[src/rtl/uart_pkg.sv]
// Shared UART definitions: FSM states, frame width and counter sizing.
// Used by both the receiver and the transmitter.
package uart_pkg;

  localparam int unsigned DataBits = 8;

  typedef enum logic [2:0] {
    StIdle,
    StStart,
    StData,
    StParity,
    StStop,
    StBreak
  } uart_state_e;

  // Width of a counter that spans 0..clks-1.
  function automatic int unsigned cnt_width(input int unsigned clks);
    return (clks < 2) ? 1 : $clog2(clks);
  endfunction

endpackage

[src/rtl/sync_2ff.sv]
// 1-bit two-flop synchronizer for asynchronous input pins.
module sync_2ff #(
  parameter logic RstVal = 1'b1
) (
  input  logic clk_i,
  input  logic rst_ni,
  input  logic d_i,
  output logic q_o
);

  logic meta_q, sync_q;

  always_ff @(posedge clk_i or negedge rst_ni) begin
    if (!rst_ni) begin
      meta_q <= RstVal;
      sync_q <= RstVal;
    end else begin
      meta_q <= d_i;
      sync_q <= meta_q;
    end
  end

  assign q_o = sync_q;

endmodule

[src/rtl/uart_rx.sv]
// Oversampling 8N1 UART receiver with one-cycle result strobes.
// Define UART_RX_PARITY_EN to add an even-parity bit between data and stop.
module uart_rx
  import uart_pkg::*;
#(
  parameter int unsigned ClksPerBit = 104
) (
  input  logic                clk_i,
  input  logic                rst_ni,
  input  logic                uart_rx_i,
  output logic [DataBits-1:0] data_o,
  output logic                valid_o,
  output logic                frame_err_o,
  output logic                parity_err_o,
  output logic                busy_o
);

  localparam int unsigned CntW = cnt_width(ClksPerBit);
  localparam int unsigned IdxW = $clog2(DataBits);
  localparam logic [CntW-1:0] Half    = CntW'((ClksPerBit - 1) / 2);
  localparam logic [CntW-1:0] Last    = CntW'(ClksPerBit - 1);
  localparam logic [IdxW-1:0] IdxLast = IdxW'(DataBits - 1);

  uart_state_e         state_q, state_d;
  logic [CntW-1:0]     cnt_q, cnt_d;
  logic [IdxW-1:0]     idx_q, idx_d;
  logic [DataBits-1:0] shreg_q, shreg_d;
  logic [DataBits-1:0] data_q, data_d;
  logic                valid_q, valid_d;
  logic                frame_err_q, frame_err_d;
  logic                parity_err_q, parity_err_d;
  logic                rx_s;
  logic                parity_ok;

  sync_2ff #(
    .RstVal(1'b1)
  ) u_sync (
    .clk_i (clk_i),
    .rst_ni(rst_ni),
    .d_i   (uart_rx_i),
    .q_o   (rx_s)
  );

`ifdef UART_RX_PARITY_EN
  logic par_q, par_d;

  always_ff @(posedge clk_i or negedge rst_ni) begin
    if (!rst_ni) par_q <= 1'b0;
    else         par_q <= par_d;
  end

  assign parity_ok = ~(^{shreg_q, par_q});
`else
  assign parity_ok = 1'b1;
`endif

  always_comb begin
    state_d      = state_q;
    cnt_d        = cnt_q + 1'b1;
    idx_d        = idx_q;
    shreg_d      = shreg_q;
    data_d       = data_q;
    valid_d      = 1'b0;
    frame_err_d  = 1'b0;
    parity_err_d = 1'b0;
`ifdef UART_RX_PARITY_EN
    par_d        = par_q;
`endif
    unique case (state_q)
      StIdle: begin
        cnt_d = '0;
        if (!rx_s) state_d = StStart;
      end
      // Leaving START at mid-bit re-anchors every later sample to mid-bit.
      StStart: begin
        if (cnt_q == Half) begin
          cnt_d   = '0;
          idx_d   = '0;
          state_d = rx_s ? StIdle : StData;
        end
      end
      StData: begin
        if (cnt_q == Last) begin
          cnt_d   = '0;
          shreg_d = {rx_s, shreg_q[DataBits-1:1]};
          idx_d   = idx_q + 1'b1;
          if (idx_q == IdxLast) begin
`ifdef UART_RX_PARITY_EN
            state_d = StParity;
`else
            state_d = StStop;
`endif
          end
        end
      end
      StParity: begin
        if (cnt_q == Last) begin
          cnt_d   = '0;
          state_d = StStop;
`ifdef UART_RX_PARITY_EN
          par_d   = rx_s;
`endif
        end
      end
      StStop: begin
        if (cnt_q == Last) begin
          cnt_d = '0;
          if (rx_s) begin
            state_d = StIdle;
            if (parity_ok) begin
              data_d  = shreg_q;
              valid_d = 1'b1;
            end else begin
              parity_err_d = 1'b1;
            end
          end else begin
            frame_err_d = 1'b1;
            state_d     = StBreak;
          end
        end
      end
      StBreak: begin
        cnt_d = '0;
        if (rx_s) state_d = StIdle;
      end
      default: begin
        cnt_d   = '0;
        state_d = StIdle;
      end
    endcase
  end

  always_ff @(posedge clk_i or negedge rst_ni) begin
    if (!rst_ni) begin
      state_q      <= StIdle;
      cnt_q        <= '0;
      idx_q        <= '0;
      shreg_q      <= '0;
      data_q       <= '0;
      valid_q      <= 1'b0;
      frame_err_q  <= 1'b0;
      parity_err_q <= 1'b0;
    end else begin
      state_q      <= state_d;
      cnt_q        <= cnt_d;
      idx_q        <= idx_d;
      shreg_q      <= shreg_d;
      data_q       <= data_d;
      valid_q      <= valid_d;
      frame_err_q  <= frame_err_d;
      parity_err_q <= parity_err_d;
    end
  end

  assign data_o       = data_q;
  assign valid_o      = valid_q;
  assign frame_err_o  = frame_err_q;
  assign parity_err_o = parity_err_q;
  assign busy_o       = (state_q != StIdle);

endmodule

[config.mk]
export PLATFORM = sky130hd
export DESIGN_NAME = uart_rx
export DESIGN_NICKNAME = d
export VERILOG_FILES = /design/src/rtl/uart_pkg.sv /design/src/rtl/sync_2ff.sv /design/src/rtl/uart_rx.sv
export SDC_FILE = /design/constraint.sdc
export NUM_CORES = 1
export LEC_CHECK = 0
export CORE_UTILIZATION = 55
export CTS_BUF_LIST = sky130_fd_sc_hd__clkbuf_4
export CTS_CLUSTER_SIZE = 30
export DETAILED_ROUTE_END_ITERATION = 6
export GPL_ROUTABILITY_DRIVEN = 0
export PLACE_DENSITY = 0.77
export SYNTH_ARGS = -nofsm -noshare
export SYNTH_HDL_FRONTEND = slang
export SYNTH_HIERARCHICAL = 1
export SYNTH_SLANG_ARGS = --single-unit
export TNS_END_PERCENT = 1
[constraint.sdc]
create_clock -name clk_i -period 4.4 [get_ports clk_i]
set_input_delay 0.88 -clock clk_i [delete_from_list [all_inputs] [get_ports clk_i]]
set_output_delay 0.88 -clock clk_i [all_outputs]
set_load 0.01 [all_outputs]
==> results of run 1 <==
==> power groups by stage <==
stage               Combinational (mW)  Sequential [mW]  Clock [mW]
finish                         0.00847            0.306       0.176
global placement               0.00889            0.312           0
floorplan                      0.00136            0.311           0
CTS                            0.00918            0.306       0.182
detailed placement             0.00921            0.312           0
global route                    0.0104            0.306       0.195
==> final timing paths <==
path / end / depth (start not counted) / from
worst max register to register: data_o[5]$_DFFE_PN0P_ / 5 / cnt_q[0]$_DFF_PN0_
worst min-delay path: u_sync/q_o$_DFF_PN1_ / 0 / u_sync/meta_q$_DFF_PN1_
worst min register to register: u_sync/q_o$_DFF_PN1_ / 0 / u_sync/meta_q$_DFF_PN1_
worst max-delay path: busy_o / 2 / state_q[0]$_DFFE_PN0P_
max in group asynchronous: u_sync/meta_q$_DFF_PN1_ / 2 / rst_ni
min in group asynchronous: cnt_q[0]$_DFF_PN0_ / 2 / rst_ni
==> stage by stage <==
stage | setup WS, ns | hold slack [ns] | cell area, um2 | util | total power [mW]
after global placement | 2.22 | 0.346 | 1640 | 0.648 | 0.320
final | 1.84 | 0.359 | 1700 | 0.672 | 0.490
after floorplan | 2.58 | 0.345 | 1480 | - | 0.313
after global routing | 1.76 | 0.364 | 1700 | 0.672 | 0.511
after detailed placement | 2.20 | 0.348 | 1640 | 0.648 | 0.321
after CTS | 1.82 | 0.361 | 1700 | 0.672 | 0.496
==> Yosys cell counts <==
master                     count
sky130_fd_sc_hd__a2111o_1      1
sky130_fd_sc_hd__a21oi_1       2
sky130_fd_sc_hd__a22o_1        2
sky130_fd_sc_hd__a22oi_1       1
sky130_fd_sc_hd__a31o_2        1
sky130_fd_sc_hd__a31oi_1       1
sky130_fd_sc_hd__and2_2        1
sky130_fd_sc_hd__and2b_2       1
sky130_fd_sc_hd__and3_2        1
sky130_fd_sc_hd__and4_1        1
sky130_fd_sc_hd__and4b_2       1
sky130_fd_sc_hd__and4b_4       1
sky130_fd_sc_hd__and4bb_2      1
sky130_fd_sc_hd__buf_2         1
sky130_fd_sc_hd__buf_4         1
sky130_fd_sc_hd__buf_6         1
sky130_fd_sc_hd__clkbuf_1      2
sky130_fd_sc_hd__conb_1        1
sky130_fd_sc_hd__dfrtp_1      31
sky130_fd_sc_hd__dfstp_2       2
sky130_fd_sc_hd__ha_1          3
sky130_fd_sc_hd__inv_1         3
sky130_fd_sc_hd__mux2_2        9
sky130_fd_sc_hd__mux2_4        8
sky130_fd_sc_hd__nand2_1       3
sky130_fd_sc_hd__nand2_4       1
sky130_fd_sc_hd__nand2b_1      2
sky130_fd_sc_hd__nand3_1       3
sky130_fd_sc_hd__nand3b_1      1
sky130_fd_sc_hd__nor2_1        8
sky130_fd_sc_hd__nor2b_1       1
sky130_fd_sc_hd__nor3_1        3
sky130_fd_sc_hd__o211ai_1      1
sky130_fd_sc_hd__o21ai_0       3
sky130_fd_sc_hd__o21bai_1      1
sky130_fd_sc_hd__or3_1         3
sky130_fd_sc_hd__or3b_1        1
sky130_fd_sc_hd__or3b_2        1
sky130_fd_sc_hd__xnor2_1       2
sky130_fd_sc_hd__xor2_1        3
==> per-layer routing <==
layer / vias up / global-route usage / wire [um]
li1: 434 / - / -
met1: 447 / 0.250 / 1090
met2: 13 / 0.313 / 1170
met3: 3 / 0.0847 / 98
met4: 0 / 0.0789 / 24
met5: - / 0 / 0
==> flip-flops by register name, summed over array words and instances, names as in the netlist <==
name and count:
data_o 8, shreg_q 8, cnt_q 7, idx_q 3
state_q 3, frame_err_o 1, u_sync/meta_q 1, u_sync/q_o 1
valid_o 1
==> cell families after synthesis <==
family,synth area share
compound gates,0.0616
xor+xnor,0.0295
fa+ha+maj,0.0253
buf+inv,0.0287
flops,0.558
mux,0.149
other cells,0.00253
simple gates,0.145
==> cell type report <==
class                      instances  area (um2)  area share
clock buffer                       8        60.1      0.0354
inverter                           3        11.3     0.00664
multi-input combinational         73         613       0.362
sequential                        33         828       0.489
tap                               30        37.5      0.0221
timing repair buffer              15         145      0.0856
==> metrics.txt, run 1 <==
outcome=finished, final reports clean; Post-Place Cells=154; Post CTS Setup Buffer Count=0; final net count=137; number of buffers on the longest clock path=2; DIE HEIGHT=53.9 um; global-route total usage across every layer=0.202; count of vias placed by the detailed router=897; CTS buffer count=5; HPWL after detailed placement=1690 um; critical path arrival=1.68 ns; cell area power density=289 nW/um2; global-route wire length before repair=3950 um; total internal power=389 uW; clock network power share=0.359; total net switching power=101 uW; total overflow reported by the global router=0; DR iter-0 viols=9; largest stage delay on the critical path=0.48 ns; fraction of the yosys area taken by sequential cells=0.558; Final Critical Period=2.56 ns; total leakage power=0.819 nW; highest-delay cell along the critical path=sky130_fd_sc_hd__dfrtp_1; cell types occupying the most area after synthesis=sky130_fd_sc_hd__dfrtp_1 (52%), sky130_fd_sc_hd__mux2_4 (8.1%), sky130_fd_sc_hd__mux2_2 (6.8%); leading cell types in the layout, fill and taps excluded=sky130_fd_sc_hd__dfrtp_1 (31), sky130_fd_sc_hd__clkdlybuf4s50_1 (13), sky130_fd_sc_hd__mux2_2 (9); final count of negative-setup-slack endpoints=0; number of primary I/O pins=15; unrepaired setup endpoints after global routing=no; maximum number of pins on one net before global-route repair=34; slew of the pin with the lowest slew margin=0.512 ns; worst-skew pair later-pin latency=0.33 ns; critical path class=reg2out; IO buf count=13; number of antenna violations at the first check in global routing=0; Post-Synthesis Cells=114; CTS tree=yes; remaining routing DRC violations=0; Unique masters post-synth=40; n_diodes=0; final worst path period share=0.581; clock-pin transition on the worst setup and hold timing paths=0.09 ns; critical path data required time=3.52 ns; number of buffers inserted for hold repair after clock tree synthesis=0; total negative slack=0 ns; remaining number of nets flagged by the antenna check after routing=0; layout cells sized above 1=0.288; count of warnings emitted by yosys=6; Area Growth Syn to Fin=14.2%; initial core utilization=0.588; average instance area after synthesis=13.0 um2; total of flip-flops plus latches after synthesis=33; routed length per instance=14.7 um; MaxCap Viol Count=0; Clock Skews=0.00655 ns; most common cell after layout, fill and taps aside=sky130_fd_sc_hd__dfrtp_1; startpoint type of the worst setup path=flop; R2R setup slack=2.31 ns; Post-Syn Nets=120; Max rail drop VDD=0.236 mV; area share of the leading cell type in the synthesized netlist=0.523; vias per cell=5.54; final number of hold-violating endpoints=0; sequential group share of total power=0.624; Resize count post-CTS=0; dominant cell type by area after synthesis=sky130_fd_sc_hd__dfrtp_1; Max transition margin=0.659; sequence of cells on the critical path=or3_1 -> clkdlybuf4s50_1; family with the most delay on the worst path=flip-flops; fmax=0.391 GHz; hold crit path type=reg2reg; length of the first detailed-routing pass in iterations=5; Crit. End Element=primary output; die span in x=53.9 um; fraction of power spent switching nets=0.206; number of clock sinks=33; total wirelength of the detailed-routed design=2390 um; cell area after synthesis=1480 um2; combinational power share=0.017; cell at the root of the clock tree=sky130_fd_sc_hd__clkbuf_4; Crit Path Max Fanout=11; area enclosed by the die boundary=2910 um2; number of levels the H-tree was split into=2; non-filler cells, final=162; std cell rows=18; number of global-route vias before repair=879; number of filler instances in the final layout=207; count of buffer and inverter cells on the critical path=1; Std-Cell Core Area=2520 um2; pins over their slew limit=0
(Power assumes the default switching activity.)
==> inputs of run 2 (changes only) <==
--- a/config.mk
+++ b/config.mk
@@ -5,7 +5,7 @@
 export SDC_FILE = /design/constraint.sdc
 export NUM_CORES = 1
 export LEC_CHECK = 0
-export CORE_UTILIZATION = 55
+export CORE_UTILIZATION = 52
 export CTS_BUF_LIST = sky130_fd_sc_hd__clkbuf_4
 export CTS_CLUSTER_SIZE = 30
 export DETAILED_ROUTE_END_ITERATION = 6
==> constraint.sdc (replaced) <==
create_clock -name clk_i -period 2.35 [get_ports clk_i]
set_input_delay 0.47 -clock clk_i [delete_from_list [all_inputs] [get_ports clk_i]]
set_output_delay 0.47 -clock clk_i [all_outputs]
set_load 0.01 [all_outputs]
==> run 2 against run 1 <==
Flip-flop and latch count stayed put. Setup slack got worse by 1.7 ns. Power rose by 85%. Design area is 0.22% lower. Wire length is 6.6% higher. Via count is 3.8% higher. Count of clock-buffer cells in the layout shrank 2. Clock power is 81% higher. Die area is 5.6% higher. Core utilization down 5.3 points. Register-to-register slack worse by 2.0 ns. Combinational power is 94% higher. Largest cell class unchanged. Largest power group unchanged.
==> metrics.txt, run 2 (synthesis gave the netlist of run 1 again) <==
hold crit path type=reg2reg; critical path data required time=1.88 ns; final number of hold-violating endpoints=0; critical path arrival=1.74 ns; Area Growth Syn to Fin=14.0%; number of clock sinks=33; CTS buffer count=5; Crit. End Element=primary output; Crit Path Max Fanout=11; startpoint type of the worst setup path=flop; Max rail drop VDD=0.525 mV; Std-Cell Core Area=2730 um2; placed cell area=1640 um2; total overflow reported by the global router=0; number of buffers inserted for hold repair after clock tree synthesis=0; Post-Place Cells=155; number of antenna violations at the first check in global routing=0; worst-skew pair later-pin latency=0.34 ns; number of levels the H-tree was split into=2; die span in x=55.4 um; number of buffers on the longest clock path=2; unrepaired setup endpoints after global routing=no; vias per cell=5.71; most common cell after layout, fill and taps aside=sky130_fd_sc_hd__dfrtp_1; global-route total usage across every layer=0.190; Post CTS Setup Buffer Count=0; global-route wire length before repair=4410 um; CTS tree=yes; std cell rows=19; Max transition margin=0.650; total wirelength of the detailed-routed design=2540 um; slew of the pin with the lowest slew margin=0.524 ns; outcome=finished, final reports clean; remaining routing DRC violations=0; n_diodes=0; MaxCap Viol Count=0; IO buf count=13; final net count=137; leading cell types in the layout, fill and taps excluded=sky130_fd_sc_hd__dfrtp_1 (31), sky130_fd_sc_hd__clkdlybuf4s50_1 (13), sky130_fd_sc_hd__mux2_2 (9); overall power=907 uW; utilization after layout=0.619; initial core utilization=0.543; pins over their slew limit=0; routed length per instance=15.6 um; final count of negative-setup-slack endpoints=0; critical path class=reg2out; clock-pin transition on the worst setup and hold timing paths=0.11 ns; Resize count post-CTS=0; cell at the root of the clock tree=sky130_fd_sc_hd__clkbuf_4; count of vias placed by the detailed router=931; layout cells sized above 1=0.288; cell area power density=536 nW/um2; Clock Skews=0.0192 ns; DR iter-0 viols=25; area enclosed by the die boundary=3070 um2; total negative slack=0 ns; Final Critical Period=2.21 ns; length of the first detailed-routing pass in iterations=4; number of global-route vias before repair=936; fmax=0.453 GHz; post-route cell area=1690 um2; remaining number of nets flagged by the antenna check after routing=0; HPWL after detailed placement=1710 um; number of primary I/O pins=15; non-filler cells, final=163; total leakage power=0.817 nW; final worst path period share=0.939; DIE HEIGHT=55.4 um; maximum number of pins on one net before global-route repair=34
[run 2: critical path, cell delays in order, from the launching register on]
cell and delay (ns):
sky130_fd_sc_hd__dfrtp_1 0.51, sky130_fd_sc_hd__or3_1 0.41, sky130_fd_sc_hd__clkdlybuf4s50_1 0.48
[run 2: per-stage QoR]
stage                     setup slack [ns]  hold WS [ns]
final                                0.144         0.362
after global routing                 0.101         0.373
after CTS                            0.141         0.364
after detailed placement             0.291         0.350
after global placement               0.344         0.346
after floorplan                      0.526         0.174
[run 2: per-layer routing]
| metal | vias to the layer above | track usage | part of all wire |
|---|---|---|---|
| met5 | - | 0 | 0 |
| met1 | 471 | 0.241 | 0.45 |
| li1 | 434 | - | - |
| met2 | 23 | 0.296 | 0.49 |
| met3 | 3 | 0.0726 | 0.049 |
| met4 | 0 | 0.0750 | 0.011 |
[run 2: power by group]
group          switching [mW]  total [mW]  internal, mW  leakage, nW
combinational          0.0121      0.0164       0.00431        0.343
sequential            0.00187       0.573         0.571        0.439
clock                   0.192       0.318         0.125       0.0354
total                   0.206       0.907         0.700        0.817
[run 2: final timing paths]
kind | startpoint | to | slack (ns) | depth (start not counted)
hold reg to reg | u_sync/meta_q$_DFF_PN1_ | u_sync/q_o$_DFF_PN1_ | 0.36 | 0
setup / recovery | state_q[0]$_DFFE_PN0P_ | busy_o | 0.14 | 2
hold / removal | u_sync/meta_q$_DFF_PN1_ | u_sync/q_o$_DFF_PN1_ | 0.36 | 0
setup reg to reg | cnt_q[0]$_DFF_PN0_ | data_o[1]$_DFFE_PN0P_ | 0.29 | 5
min in group asynchronous | rst_ni | cnt_q[2]$_DFF_PN0_ | 0.51 | 2
max in group asynchronous | rst_ni | u_sync/meta_q$_DFF_PN1_ | 1.49 | 2
[run 2: cell type report]
cell class,instances,area [um2]
fillers,216,1040
inverters,3,11.3
multi-input cells,73,613
well taps,31,38.8
repair buffers,15,145
clock buffers,6,45.0
flip-flops and latches,33,828
clock inverters,2,10.0
